**src/rtl/tick_gen_multi.sv**
```systemverilog
// rtl/tick_gen_multi.sv - multi-channel programmable tick generator
// Per-channel divisor counters with staged reconfiguration, one-shot mode and square-wave outputs.
module tick_gen_multi #(
  parameter int NUM_CH      = 4,
  parameter int CNT_W       = 27,
  parameter int DEFAULT_DIV = 100_000_000
) (
  input  logic              clk,
  input  logic              rst,
  input  logic [NUM_CH-1:0] en,
  input  logic              cfg_wr,
  input  logic [3:0]        cfg_ch,
  input  logic [CNT_W-1:0]  cfg_div,
  input  logic              cfg_oneshot,
  output logic              cfg_err,
  output logic [NUM_CH-1:0] tick,
  output logic [NUM_CH-1:0] sq
);

  localparam logic [CNT_W-1:0] DIV_RST  = CNT_W'(DEFAULT_DIV);
  localparam logic [4:0]       NUM_CH_L = 5'(NUM_CH);

  logic [CNT_W-1:0] cnt_q  [NUM_CH];
  logic [CNT_W-1:0] cnt_d  [NUM_CH];
  logic [CNT_W-1:0] div_q  [NUM_CH];
  logic [CNT_W-1:0] div_d  [NUM_CH];
  logic [CNT_W-1:0] pdiv_q [NUM_CH];
  logic [CNT_W-1:0] pdiv_d [NUM_CH];

  logic [NUM_CH-1:0] mode_q, mode_d;
  logic [NUM_CH-1:0] pmode_q, pmode_d;
  logic [NUM_CH-1:0] pend_q, pend_d;
  logic [NUM_CH-1:0] done_q, done_d;
  logic [NUM_CH-1:0] tick_q, tick_d;
  logic [NUM_CH-1:0] sq_q, sq_d;
  logic [NUM_CH-1:0] wrap;
  logic              cfg_err_q, cfg_err_d;
  logic              cfg_bad, cfg_ok;

  always_comb begin
    cfg_bad   = cfg_wr && (({1'b0, cfg_ch} >= NUM_CH_L) || (cfg_div == '0));
    cfg_ok    = cfg_wr && !cfg_bad;
    cfg_err_d = cfg_bad;
    wrap      = '0;
    mode_d    = mode_q;
    pmode_d   = pmode_q;
    pend_d    = pend_q;
    done_d    = done_q;
    sq_d      = sq_q;
    tick_d    = '0;
    for (int i = 0; i < NUM_CH; i++) begin
      cnt_d[i]  = cnt_q[i];
      div_d[i]  = div_q[i];
      pdiv_d[i] = pdiv_q[i];
      wrap[i]   = en[i] && !done_q[i] && (cnt_q[i] == div_q[i] - CNT_W'(1));
      tick_d[i] = wrap[i];

      if (!en[i]) begin
        cnt_d[i]  = '0;
        sq_d[i]   = 1'b0;
        done_d[i] = 1'b0;
      end else if (done_q[i]) begin
        cnt_d[i] = '0;
      end else if (wrap[i]) begin
        cnt_d[i]  = '0;
        sq_d[i]   = ~sq_q[i];
        done_d[i] = mode_q[i];
      end else begin
        cnt_d[i] = cnt_q[i] + CNT_W'(1);
      end

      // Only registered pending values are applied, so a write landing on a wrap waits one period.
      if (pend_q[i] && (wrap[i] || !en[i] || done_q[i])) begin
        div_d[i]  = pdiv_q[i];
        mode_d[i] = pmode_q[i];
        pend_d[i] = 1'b0;
      end
      if (cfg_ok && (cfg_ch == 4'(i))) begin
        pdiv_d[i]  = cfg_div;
        pmode_d[i] = cfg_oneshot;
        pend_d[i]  = 1'b1;
      end
    end
  end

  always_ff @(posedge clk) begin
    if (!rst) begin
      for (int i = 0; i < NUM_CH; i++) begin
        cnt_q[i]  <= '0;
        div_q[i]  <= DIV_RST;
        pdiv_q[i] <= DIV_RST;
      end
      mode_q    <= '0;
      pmode_q   <= '0;
      pend_q    <= '0;
      done_q    <= '0;
      tick_q    <= '0;
      sq_q      <= '0;
      cfg_err_q <= 1'b0;
    end else begin
      for (int i = 0; i < NUM_CH; i++) begin
        cnt_q[i]  <= cnt_d[i];
        div_q[i]  <= div_d[i];
        pdiv_q[i] <= pdiv_d[i];
      end
      mode_q    <= mode_d;
      pmode_q   <= pmode_d;
      pend_q    <= pend_d;
      done_q    <= done_d;
      tick_q    <= tick_d;
      sq_q      <= sq_d;
      cfg_err_q <= cfg_err_d;
    end
  end

  assign tick    = tick_q;
  assign sq      = sq_q;
  assign cfg_err = cfg_err_q;

endmodule

```
**config.mk**
```make
export PLATFORM = sky130hd
export DESIGN_NAME = tick_gen_multi
export DESIGN_NICKNAME = d
export VERILOG_FILES = /design/src/rtl/tick_gen_multi.sv
export SDC_FILE = /design/constraint.sdc
export NUM_CORES = 1
export LEC_CHECK = 0
export CORE_MARGIN = 2
export CORE_UTILIZATION = 56
export CTS_CLUSTER_DIAMETER = 50
export CTS_CLUSTER_SIZE = 10
export DETAILED_ROUTE_END_ITERATION = 16
export GPL_TIMING_DRIVEN = 0
export PLACE_DENSITY = 0.87
export SYNTH_ARGS = -nofsm -noshare
export SYNTH_HDL_FRONTEND = slang
export SYNTH_SLANG_ARGS = --single-unit
```
**constraint.sdc**
```tcl
create_clock -name clk -period 3.25 [get_ports clk]
set_clock_uncertainty 0.15 [all_clocks]
set_input_delay 0.4875 -clock clk [delete_from_list [all_inputs] [get_ports clk]]
set_output_delay 0.4875 -clock clk [all_outputs]
set_load 0.01 [all_outputs]
```
Word level (Yosys, flattened, before mapping)
Memories as Yosys holds them, arrays and structs flattened.
Index checks and enable logic that the tools add are counted.
Operators by class
  reductions and logical operators: 50
  div/mod/pow operators: 0
  equality and inequality tests: 7
  multiplexer cells: 50
  shift operators: 0
  add/sub/neg operators: 8
  magnitude comparators: 1
  bitwise logic cells: 20
  $mul: 0
Operator list (number)
  2-to-1 mux 27 bit: 32
  adder 27 x 1 -> 27 bit (second input constant): 4
  equality test 27 bit: 4
  subtractor 27 x 1 -> 27 bit (second input constant): 4
  logical NOT 27 bit: 1
  logical AND 1 bit: 18
  2-to-1 mux 1 bit: 18
  AND reduction 2 bit: 8
  bitwise OR 1 bit: 12
  logical NOT 1 bit: 9
  logical OR 1 bit: 9
  equality test 4 x 2 -> 1 bit (second input constant): 2
  inverter 1 bit: 8
  nonzero test 2 bit: 4
  equality test 4 x 1 -> 1 bit (second input constant): 1
  greater-or-equal comparator 4 x 3 -> 1 bit (second input constant): 1
  logical NOT 4 bit: 1
Word-level totals
  bits in latches: 0
  logic and storage cells: 161
  memories kept: 3
  input port bits: 39
  bits in writable memories: 324
  flip-flop bits (word level): 25
  memory bits (read-only): 0
  output and inout bits: 9
Memory list
  cnt_q: depth 4, width 27, rd ports 4, clocked after Yosys merged registers in 0, wr ports 4, RTL line 23  | logic [CNT_W-1:0] cnt_q [NUM_CH];
  div_q: depth 4, width 27, rd ports 4, clocked after Yosys merged registers in 0, wr ports 4, RTL line 25  | logic [CNT_W-1:0] div_q [NUM_CH];
  pdiv_q: depth 4, width 27, rd ports 4, clocked after Yosys merged registers in 0, wr ports 4, RTL line 27  | logic [CNT_W-1:0] pdiv_q [NUM_CH];

Depth between registers and ports, before layout
  depth in word-level cells: 8
  depth in mapped cells: 14
  depth with buffers taken out: 10

Worst setup path before layout
Ideal clock, no wire load.
  kind: reg-to-reg
  start point: memory div_q[0][0]
  end point: memory div_q[0][18]
  buffers on the path: 1
  arrival: 3.024 ns
  slack: -0.044 ns
  period minus slack after synthesis: 3.294 ns
  library setup time: 0.120 ns
  stages on the path, launching flop included: 12
  data required time: 2.980 ns
  path through: dfxtp_1 > inv_1 > ha_1 > or4b_2 > nor4_2 > and4_1 > a211oi_1 > a211oi_2 > a31oi_4 > buf_2 > o311a_1 > a211o_1
RTL lines (RTL line)
  from (decl): 25

==> impl_metrics.yaml <==
outcome:
  status: "finished with violations"
  violations: "setup timing"
synth:
  syn_avg_cell_area_um2: 8.577
  synthesis.nets: 2129
  synth_top_area_share_pct: 39.13
  synth-main-ff-cell: "dfxtp_1"
  synth_edf_count: 0
  syn-cell-area_um2: 17860
  synth_async_sr_flop_share_pct: 0
  yosysSeqAreaShare_pct: 39.13
  ys_seq_elements: 349
  synth.area.top_cells: "dfxtp_1 39%, mux2i_1 7.5%, nand2_1 6.8%"
  ys_types: 87
  yosysWarnings: 0
  synth_top_area_cell: "dfxtp_1"
  synthCells: 2082
clock_network:
  cts_tree: "built"
  root_buffer: "clkbuf_16"
  cts_buffer_depth: 3
  cts.hold.buffers_added: 0
  cts_sinks: 349
  path_clk_slew_ps: 60
  cts_inserted_buffers: 43
  cts-htree-levels: 2
  clkLatencyLatePin_ps: 550
finish:
  utilization_pct: 68.87
  nFillCells: 2229
  layout_common_cells: "333 x dfxtp_1, 323 x nand2_1, 145 x nor2_1"
  syn_to_final_growth_pct: 21.38
  nNetsFinal: 2295
  layout_commonest_cell: "dfxtp_1"
  drive_above_1_share_pct: 15.28
  antenna_cells: 0
grt:
  grt_usage_pct: 29.94
  grt_max_degree: 12
  globalRouteOverflowTotal: 0
  antenna_found_initial: 0
  grt_first_pass_wirelength_um: 81560
  grt_pass1_vias: 16022
drt:
  num_vias: 16605
  drtIter0Drc: 1621
  routed_wl_um: 53190
  drt_pre_antenna_iters: 6
  route.detailed.wl_per_inst_um: 20.00
  drc: 0
  vias_per_cell: 6.242
  ant_nets: 0
power_and_ir_drop:
  totalPowerFinal_mw: 9.006
  ir_worst_vdd_uv: 376.6
  power.leakage_nw: 7.210
  power.density_nw_per_um2: 415.5
sta:
  fin_crit_sh_pct: 103.8
  holdWs_ps: 293.4
  slew_headroom_pct: 34.66
  worst_slew_pin_slew_ps: 980.2
  min_period_ps: 3372
  hold_violations: 0
  fin_setup_tns_ps: -3375
  rsz0062_at_grt: "yes"
  maxSlewViolCount: 0
  worst_slack_ps: -122.0
  fmax_mhz: 296.6
  setup_violations: 68
job:
  cap_viol_max_count: 0
setup_path:
  cp.required_ps: 3500
  start_kind: "flip-flop"
  cp_max_fo: 7
  path_class: "flip-flop to flip-flop"
  r2r_cells: 12
  crit_arrival_ps: 3620
  worstSetupEndpointType: "flip-flop"
worst_hold_path:
  hold_path_depth: 3
  hp-class: "primary input to flip-flop"
floorplanning:
  row_count: 65
  floorplan.initialDensity_pct: 56.74
  core_area_um2: 31470
  fp.dieW_um: 182.6
  die_area_um2: 33330
  die_height_um: 182.6
  io_pins: 48
placed_design:
  hpwl_um: 33910
  gp_congestion: 0.9637
  port_buffers: 46
  dp_slack_ps: -957.5
cells in the mapped netlist, types with 4 or more instances:
cell / n
nor4_4: 6
nor4_2: 5
or4_1: 16
o31ai_1: 13
a211o_2: 4
xor2_1: 108
and4_1: 15
clkbuf_1: 100
or3_1: 11
a21boi_0: 4
o211ai_1: 5
or2_2: 7
a211oi_1: 10
a41oi_1: 4
nor3b_1: 6
o21ai_1: 4
nor2b_1: 9
inv_1: 28
nor4b_1: 4
mux2i_1: 133
nand3b_1: 6
o21a_1: 4
nand2_1: 324
a211o_1: 28
nor2_1: 147
nand3_1: 113
xnor2_1: 133
nand4b_1: 6
nor4_1: 35
buf_1: 5
a21oi_1: 56
nand4_1: 36
and2_1: 10
nor3_1: 126
o21ai_0: 29
ha_1: 8
buf_6: 6
nand2b_1: 10
a31oi_1: 12
a2111oi_0: 4
o311a_1: 24
buf_2: 14
o21ba_2: 4
dfxtp_1: 349
and3_1: 32
registers in the layout (all words and copies together), names as in the netlist:
register / flops
div_q: 108
cfg_err: 1
pend_q: 4
cnt_q: 108
pmode_q: 4
sq: 4
mode_q: 4
tick: 4
done_q: 4
pdiv_q: 108
kinds of logic (layout without fill, tap and decap cells):
family                     after synthesis  in the layout  synth area share, %
AOI/OAI and AO/OA                      245            245                10.30
and+or+nand+nor                        944            944                26.60
xor gates and xnor gates               241            241                11.82
adders and majority gates                8              8               0.5606
DFF                                    349            349                39.13
muxes                                  135            135                7.581
buffers and inverters                  160            336                4.015
final timing paths:
check                             start                    endpoint  slack, ps
max            div_q[1][2]$_SDFFE_PN0P_   div_q[1][16]$_SDFFE_PN1P_       -120
min                         cfg_div[26]  pdiv_q[0][26]$_SDFFE_PN1P_        290
max reg2reg    div_q[1][2]$_SDFFE_PN0P_   div_q[1][16]$_SDFFE_PN1P_       -120
min reg2reg  pdiv_q[0][25]$_SDFFE_PN0P_  pdiv_q[0][25]$_SDFFE_PN0P_        310
per-stage QoR:
stage          instance area, um2  std cells
5_1_grt                     21670       2660
2_1_floorplan               17870       2082
4_1_cts                     20970       2638
3_5_place_dp                18840       2530
6_report                    21670       2660
3_3_place_gp                18840       2530
layout make-up:
cell class              count  area, um2  area share [%]
well taps                 402      503.0           2.321
clock buffers              48       1126           5.195
inverters                  28      107.6          0.4964
flip-flops and latches    349       7019           32.38
multi-input cells        1573      10870           50.13
repair buffers            138       1320           6.090
clock inverters             7      85.08          0.3925
plain buffers             115      648.1           2.990
per-layer routing:
layer | share of wire (%) | wire [um] | track usage (%) | vias up
met2 | 49 | 25870 | 50.69 | 711
met5 | 0 | 0 | 0 | -
met3 | 5.8 | 3098 | 4.969 | 252
met4 | 7.0 | 3735 | 19.87 | 0
li1 | - | - | - | 7674
met1 | 39 | 20490 | 34.98 | 7968
report_power, final:
part | total, mW | internal (mW) | switching [mW]
clock | 4.31 | 2.52 | 1.80
sequential | 4.33 | 4.31 | 0.0276
combinational | 0.358 | 0.117 | 0.241
worst max-delay path, cell delays in order (launching register included):
cell       delay (ps)
dfxtp_1           300
clkbuf_1          220
nor3_4            260
buf_4             170
and2_1            190
o21ai_0           100
a2111oi_0         610
nand4_1           300
o31ai_4           380
buf_6             150
buf_6             120
mux2i_2           220
nand2_1            80
what timing repair did:
item,4_1_cts,5_1_grt
setup buffers,62,23
pin swaps,48,90
resized for setup,111,122
setup endpoints to repair,264,294
cloned,3,6
Power figures use the tool's default switching activity.
